<file path="src/rtl/caliptra_prim_lc_stage_seq.sv">
// rtl/caliptra_prim_lc_stage_seq.sv - life-cycle enable qualifier and staged, ack-gated ramp sequencer
// Fans one synchronized lc_tx_t enable out to NumStages consumers in order.

module caliptra_prim_sec_anchor_buf #(
    parameter int Width = 1
) (
    input  logic [Width-1:0] i_in,
    output logic [Width-1:0] o_out
);
    assign o_out = i_in;
endmodule

module caliptra_prim_lc_stage_seq #(
    parameter int NumStages    = 3,
    parameter int StableCycles = 4,
    parameter int AckTimeout   = 16
) (
    input  logic                   clk_i,
    input  logic                   rst_i,
    input  logic [3:0]             lc_en_i,
    input  logic [NumStages-1:0]   stage_ack_i,
    output logic [4*NumStages-1:0] stage_en_o,
    output logic                   all_on_o,
    output logic                   busy_o,
    output logic                   err_invalid_o,
    output logic                   err_timeout_o
);

    localparam logic [3:0] LcOn  = 4'b0101;
    localparam logic [3:0] LcOff = 4'b1010;

    localparam int CntMaxVal = (StableCycles > AckTimeout) ? StableCycles : AckTimeout;
    localparam int CntW      = $clog2(CntMaxVal + 1);
    localparam int IdxW      = (NumStages > 1) ? $clog2(NumStages) : 1;

    localparam logic [CntW-1:0] StableCnt  = CntW'(StableCycles);
    localparam logic [CntW-1:0] TimeoutCnt = CntW'(AckTimeout - 1);
    localparam logic [CntW-1:0] CntSat     = {CntW{1'b1}};
    localparam logic [IdxW-1:0] LastIdx    = IdxW'(NumStages - 1);

    typedef enum logic [2:0] {
        ST_IDLE,
        ST_QUAL,
        ST_RAMP,
        ST_ON,
        ST_ERROR
    } state_e;

    state_e                      r_state;
    state_e                      w_state_nxt;
    logic [CntW-1:0]             r_cnt;
    logic [CntW-1:0]             w_cnt_nxt;
    logic [CntW-1:0]             w_cnt_inc;
    logic [IdxW-1:0]             r_idx;
    logic [IdxW-1:0]             w_idx_nxt;
    logic [IdxW-1:0]             w_idx_adv;
    logic [NumStages-1:0][3:0]   r_stage_en;
    logic [NumStages-1:0]        w_stage_on;
    logic [NumStages-1:0]        w_stage_on_nxt;
    logic                        r_err_inv;
    logic                        w_err_inv_nxt;
    logic                        r_err_to;
    logic                        w_err_to_nxt;
    logic                        w_lc_off;
    logic                        w_lc_inv;
    logic                        w_ack_cur;

    assign w_lc_off  = (lc_en_i == LcOff);
    assign w_lc_inv  = (lc_en_i != LcOn) && !w_lc_off;
    assign w_ack_cur = stage_ack_i[r_idx];
    assign w_cnt_inc = (r_cnt == CntSat) ? r_cnt : r_cnt + CntW'(1);
    assign w_idx_adv = r_idx + IdxW'(1);

    always_comb begin
        w_stage_on = '0;
        for (int k = 0; k < NumStages; k++) begin
            w_stage_on[k] = (r_stage_en[k] == LcOn);
        end
    end

    // Priority: invalid encoding, then Off, then ack/timeout, then counting.
    always_comb begin
        w_state_nxt    = r_state;
        w_cnt_nxt      = r_cnt;
        w_idx_nxt      = r_idx;
        w_stage_on_nxt = w_stage_on;
        w_err_inv_nxt  = r_err_inv;
        w_err_to_nxt   = r_err_to;
        if (r_state == ST_ERROR) begin
            w_stage_on_nxt = '0;
            if (w_lc_inv) begin
                w_err_inv_nxt = 1'b1;
            end
        end else if (w_lc_inv) begin
            w_state_nxt    = ST_ERROR;
            w_stage_on_nxt = '0;
            w_err_inv_nxt  = 1'b1;
            w_cnt_nxt      = '0;
            w_idx_nxt      = '0;
        end else if (w_lc_off) begin
            w_state_nxt    = ST_IDLE;
            w_stage_on_nxt = '0;
            w_cnt_nxt      = '0;
            w_idx_nxt      = '0;
        end else begin
            case (r_state)
                ST_IDLE: begin
                    w_state_nxt = ST_QUAL;
                    w_cnt_nxt   = CntW'(1);
                end
                ST_QUAL: begin
                    if (r_cnt == StableCnt) begin
                        w_state_nxt       = ST_RAMP;
                        w_idx_nxt         = '0;
                        w_cnt_nxt         = '0;
                        w_stage_on_nxt    = '0;
                        w_stage_on_nxt[0] = 1'b1;
                    end else begin
                        w_cnt_nxt = w_cnt_inc;
                    end
                end
                ST_RAMP: begin
                    // An ack arriving on the timeout edge still advances the ramp.
                    if (w_ack_cur) begin
                        w_cnt_nxt = '0;
                        if (r_idx == LastIdx) begin
                            w_state_nxt = ST_ON;
                        end else begin
                            w_idx_nxt                 = w_idx_adv;
                            w_stage_on_nxt[w_idx_adv] = 1'b1;
                        end
                    end else if (r_cnt == TimeoutCnt) begin
                        w_state_nxt    = ST_ERROR;
                        w_stage_on_nxt = '0;
                        w_err_to_nxt   = 1'b1;
                        w_cnt_nxt      = '0;
                    end else begin
                        w_cnt_nxt = w_cnt_inc;
                    end
                end
                ST_ON: begin
                    w_state_nxt = ST_ON;
                end
                default: begin
                    w_state_nxt    = ST_ERROR;
                    w_stage_on_nxt = '0;
                end
            endcase
        end
    end

    always_ff @(posedge clk_i or posedge rst_i) begin
        if (rst_i) begin
            r_state   <= ST_IDLE;
            r_cnt     <= '0;
            r_idx     <= '0;
            r_err_inv <= 1'b0;
            r_err_to  <= 1'b0;
            for (int k = 0; k < NumStages; k++) begin
                r_stage_en[k] <= LcOff;
            end
        end else begin
            r_state   <= w_state_nxt;
            r_cnt     <= w_cnt_nxt;
            r_idx     <= w_idx_nxt;
            r_err_inv <= w_err_inv_nxt;
            r_err_to  <= w_err_to_nxt;
            for (int k = 0; k < NumStages; k++) begin
                r_stage_en[k] <= w_stage_on_nxt[k] ? LcOn : LcOff;
            end
        end
    end

    // Anchor buffers keep each multi-bit enable from being optimised into a single net.
    for (genvar k = 0; k < NumStages; k++) begin : g_stage
        caliptra_prim_sec_anchor_buf #(
            .Width (4)
        ) u_anchor (
            .i_in  (r_stage_en[k]),
            .o_out (stage_en_o[4*k +: 4])
        );

        a_stage_enc: assert property (@(posedge clk_i) disable iff (rst_i)
            (stage_en_o[4*k +: 4] == LcOn) || (stage_en_o[4*k +: 4] == LcOff));

        if (k > 0) begin : g_order
            a_stage_order: assert property (@(posedge clk_i) disable iff (rst_i)
                (stage_en_o[4*k +: 4] == LcOn) |-> (stage_en_o[4*(k-1) +: 4] == LcOn));
        end
    end

    assign all_on_o      = (r_state == ST_ON);
    assign busy_o        = (r_state == ST_QUAL) || (r_state == ST_RAMP);
    assign err_invalid_o = r_err_inv;
    assign err_timeout_o = r_err_to;

    a_known: assert property (@(posedge clk_i) disable iff (rst_i)
        !$isunknown({stage_en_o, all_on_o, busy_o, err_invalid_o, err_timeout_o}));

    a_params_init: assert property (@(posedge clk_i)
        (NumStages >= 1) && (StableCycles >= 1) && (AckTimeout >= 2));

endmodule

</file>
<file path="config.mk">
export PLATFORM = sky130hd
export DESIGN_NAME = caliptra_prim_lc_stage_seq
export DESIGN_NICKNAME = d
export VERILOG_FILES = /design/src/rtl/caliptra_prim_lc_stage_seq.sv
export SDC_FILE = /design/constraint.sdc
export NUM_CORES = 1
export LEC_CHECK = 0
export ABC_CLOCK_PERIOD_IN_PS = 2150
export BUFFER_PORTS_ARGS = -buffer_cell sky130_fd_sc_hd__buf_2
export CORE_MARGIN = 2
export CORE_UTILIZATION = 50
export CTS_BUF_LIST = sky130_fd_sc_hd__clkbuf_8 sky130_fd_sc_hd__clkbuf_16
export DETAILED_ROUTE_END_ITERATION = 10
export GPL_ROUTABILITY_DRIVEN = 0
export PLACE_DENSITY = 0.74
export SLEW_MARGIN = 20
export SYNTH_ARGS = -nofsm -noshare
export SYNTH_HDL_FRONTEND = slang
export SYNTH_SLANG_ARGS = --single-unit
</file>
<file path="constraint.sdc">
create_clock -name clk_i -period 2.15 [get_ports clk_i]
set_input_delay 0.43 -clock clk_i [delete_from_list [all_inputs] [get_ports clk_i]]
set_output_delay 0.43 -clock clk_i [all_outputs]
set_load 0.005 [all_outputs]
</file>
==> metrics.md <==
| Metric | Value |
|---|---|
| GR Util All Layers | 0.222 |
| Crit path arrival time | 1590 ps |
| Post-CTS Setup Bufs | 0 |
| Die area | 3400 sq um |
| Clock power share | 0.401 |
| H-tree depth | 1 |
| Switch share | 0.236 |
| Commonest non-fill, non-tap cell in the layout | buf_2 |
| Max_slew headroom | 0.523 |
| Final Util | 0.582 |
| Yosys top cell area share | 0.254 |
| Setup Total Neg Slack | 0 ps |
| EDFF count, synth | 0 |
| Final #Nets | 184 |
| Worst reg2reg startpoint | r_state[0]$_DFFE_PP0P_ |
| Req. time, crit path | 1720 ps |
| Setup crit start kind | flip-flop |
| Dpl hpwl | 2.55 mm |
| Post-route DRC | 0 |
| Synthesis-to-finish area growth | 9.75% |
| Layout cells sized above 1 | 0.308 |
| Area leader, netlist | dfrtp_1 |
| Sequential share of the synthesized area | 0.308 |
| Initial antenna violation count | 0 |
| CTS tree | yes |
| Final Hold Viols | 0 |
| Top-level I/O count | 25 |
| Vias in the first global route | 1262 |
| FF+latch count, synth | 18 |
| Max Root-Sink Buffers | 2 |
| Syn_area_per_cell | 9.77 sq um |
| Flop pwr share | 0.521 |
| Clk Latency, worst-skew pair | 260 ps |
| Leak | 0.653 nW |
| Synth area leaders | dfrtp_1, dfstp_2, ha_1 |
| Post-synth ARST share | 1.00 |
| Worst slew pin tran | 715 ps |
| Core area | 2780 sq um |
| Clock root buffer | clkbuf_8 |
| Die width | 58.3 microns |
| Die Ht | 58.3 microns |
| WL/cell | 17.2 microns |
| Largest net degree at the start of global routing | 22 |
| P_int | 0.000538 W |
| Net Sw Power | 0.000166 W |
| Synth warnings | 0 |
| Slew Limit Fails | 0 |
| Flop-to-flop setup slack | 270 ps |
| Worst r2r path cells | 4 |
| Pwr Density | 435 nW/um^2 |
| Final worst-path cycle share | 0.940 |
| Clock-pin transition on the worst setup and hold timing paths | 70 ps |
| Outcome | complete, no violations |
| Core Rows | 19 |
| Clock Sinks | 18 |
| Worst Path Max Fanout | 21 |
| Cts hold-fix bufs | 0 |
| Antenna viol nets, final | 0 |
| CP Capture Type | primary output |
| Overflow after GRT | 0 |
| First-pass GRT wire length | 5.84 mm |
| R2r endpoint | r_cnt[0]$_DFFE_PP0P_ |
| Worst setup path class | reg -> out |
| Post-Syn Instances | 151 |
| Starting Density | 0.530 |
| CTS buffer count | 3 |
| Number of max-cap violations | 0 |
| Synth cell types | 65 |
| Syn_nets | 165 |
| Most frequent cells in the layout | buf_2, dfrtp_1, a21oi_1, o211ai_1, nand3_1 |
| Buffers on Ports | 24 |
| Pre-antenna DRT Iters | 4 |
| Max Freq | 495 MHz |
| Vias per inst | 6.46 |
| Cell area after synthesis | 1480 sq um |
| Antenna cells | 0 |
| Post-CTS Resized | 0 |
| Initial DRC count | 52 |
| Clock Skew | 6.68 ps |
| Logic pwr share | 0.078 |
| Final setup fails | 0 |
| Via count | 1292 |
| Total Wirelength | 3.44 mm |
| Maximum vdd drop | 0.000492 V |
| Worst min path class | in -> async |
| Ys flop type | dfrtp_1 |
| RSZ-0062 raised after global routing | no |
| Min Tclk post-route | 2020 ps |
==> critical path, cell delays in order, from the launching register on <==
cell	delay, ps
dfrtp_1	770
nand2b_2	210
a21oi_1	210
buf_2	140
==> cells in the mapped netlist (all sizes together), types with 2 or more instances <==
cell type and n:
a31oi 2, and3 2, dfstp 3, a22o 2
o21a 2, a21oi 11, nand4 3, a22oi 3
o211ai 6, o2111ai 3, dfrtp 15, o32a 2
or3 2, nand2 4, nor2b 4, nand2b 4
ha 5, o221ai 2, o41ai 2, nor3b 3
nand3 6, nor3 2, nand3b 2, buf 14
o21ai 7, inv 6, mux2i 2, nor2 6
and4bb 3, a211oi 2, mux2 2, o211a 2
==> stage by stage <==
stage / std cells / instance area, sq um / hold WS [ps] / setup WS [ps] / power, W
after floorplan: 151 / 1480 / 366 / 530 / 0.000404
after global placement: 196 / 1560 / 452 / 352 / 0.000424
after detailed placement: 196 / 1560 / 452 / 310 / 0.000428
after CTS: 200 / 1620 / 297 / 151 / 0.000711
after global routing: 200 / 1620 / 338 / 52.6 / 0.000736
final: 200 / 1620 / 275 / 128 / 0.000704
==> cell type report <==
class	count	area [sq um]
Multi-Input combinational cell	113	898
Timing Repair Buffer	28	150
Inverter	6	22.5
Fill cell	238	1160
Tap cell	31	38.8
Clock buffer	4	55.1
Sequential cell	18	454
==> kinds of logic (layout without fill, tap and decap cells) <==
family	after synthesis	count (layout)	synth area share
flip-flops	18	18	0.308
multiplexers	4	4	0.0314
AO/OA/AOI/OAI	54	54	0.292
AND/OR/NAND/NOR	50	50	0.243
buffers and inverters	20	38	0.0831
adder cells (fa/ha/maj)	5	5	0.0424
==> registers in the layout, summed over array words and instances (netlist names) <==
| register | count |
|---|---|
| err_invalid_o | 1 |
| r_cnt | 5 |
| r_idx | 2 |
| err_timeout_o | 1 |
| r_state | 3 |
| r_stage_en | 6 |
==> routing by layer <==
layer  vias up  wire [microns]  track usage
met3         5             243       0.0374
met2        60            1670        0.360
li1        619               -            -
met1       608            1490        0.298
met4         0              39       0.0864
met5         -               0            0
==> how the worst max path moves through the flow <==
stage	depth (start not counted)	startpoint	endpoint	slack, ps
finish	3	r_state[0]$_DFFE_PP0P_	busy_o	130
floorplan	6	r_idx[0]$_DFFE_PP0P_	r_idx[1]$_DFFE_PP0P_	530
detailed placement	4	r_state[0]$_DFFE_PP0P_	r_cnt[1]$_DFFE_PP0P_	310
global route	3	r_state[0]$_DFFE_PP0P_	busy_o	50
CTS	3	r_state[0]$_DFFE_PP0P_	busy_o	150
global placement	4	r_state[0]$_DFFE_PP0P_	r_cnt[0]$_DFFE_PP0P_	350
==> power groups by stage <==
stage / Clock (W) / Combinational (W) / Sequential, W
global placement: 0 / 0.0000531 / 0.000371
CTS: 0.000289 / 0.0000557 / 0.000367
finish: 0.000282 / 0.0000551 / 0.000367
floorplan: 0 / 0.0000381 / 0.000366
detailed placement: 0 / 0.0000553 / 0.000373
global route: 0.000303 / 0.0000622 / 0.000371
No activity file was read; power rests on OpenSTA's default activity.
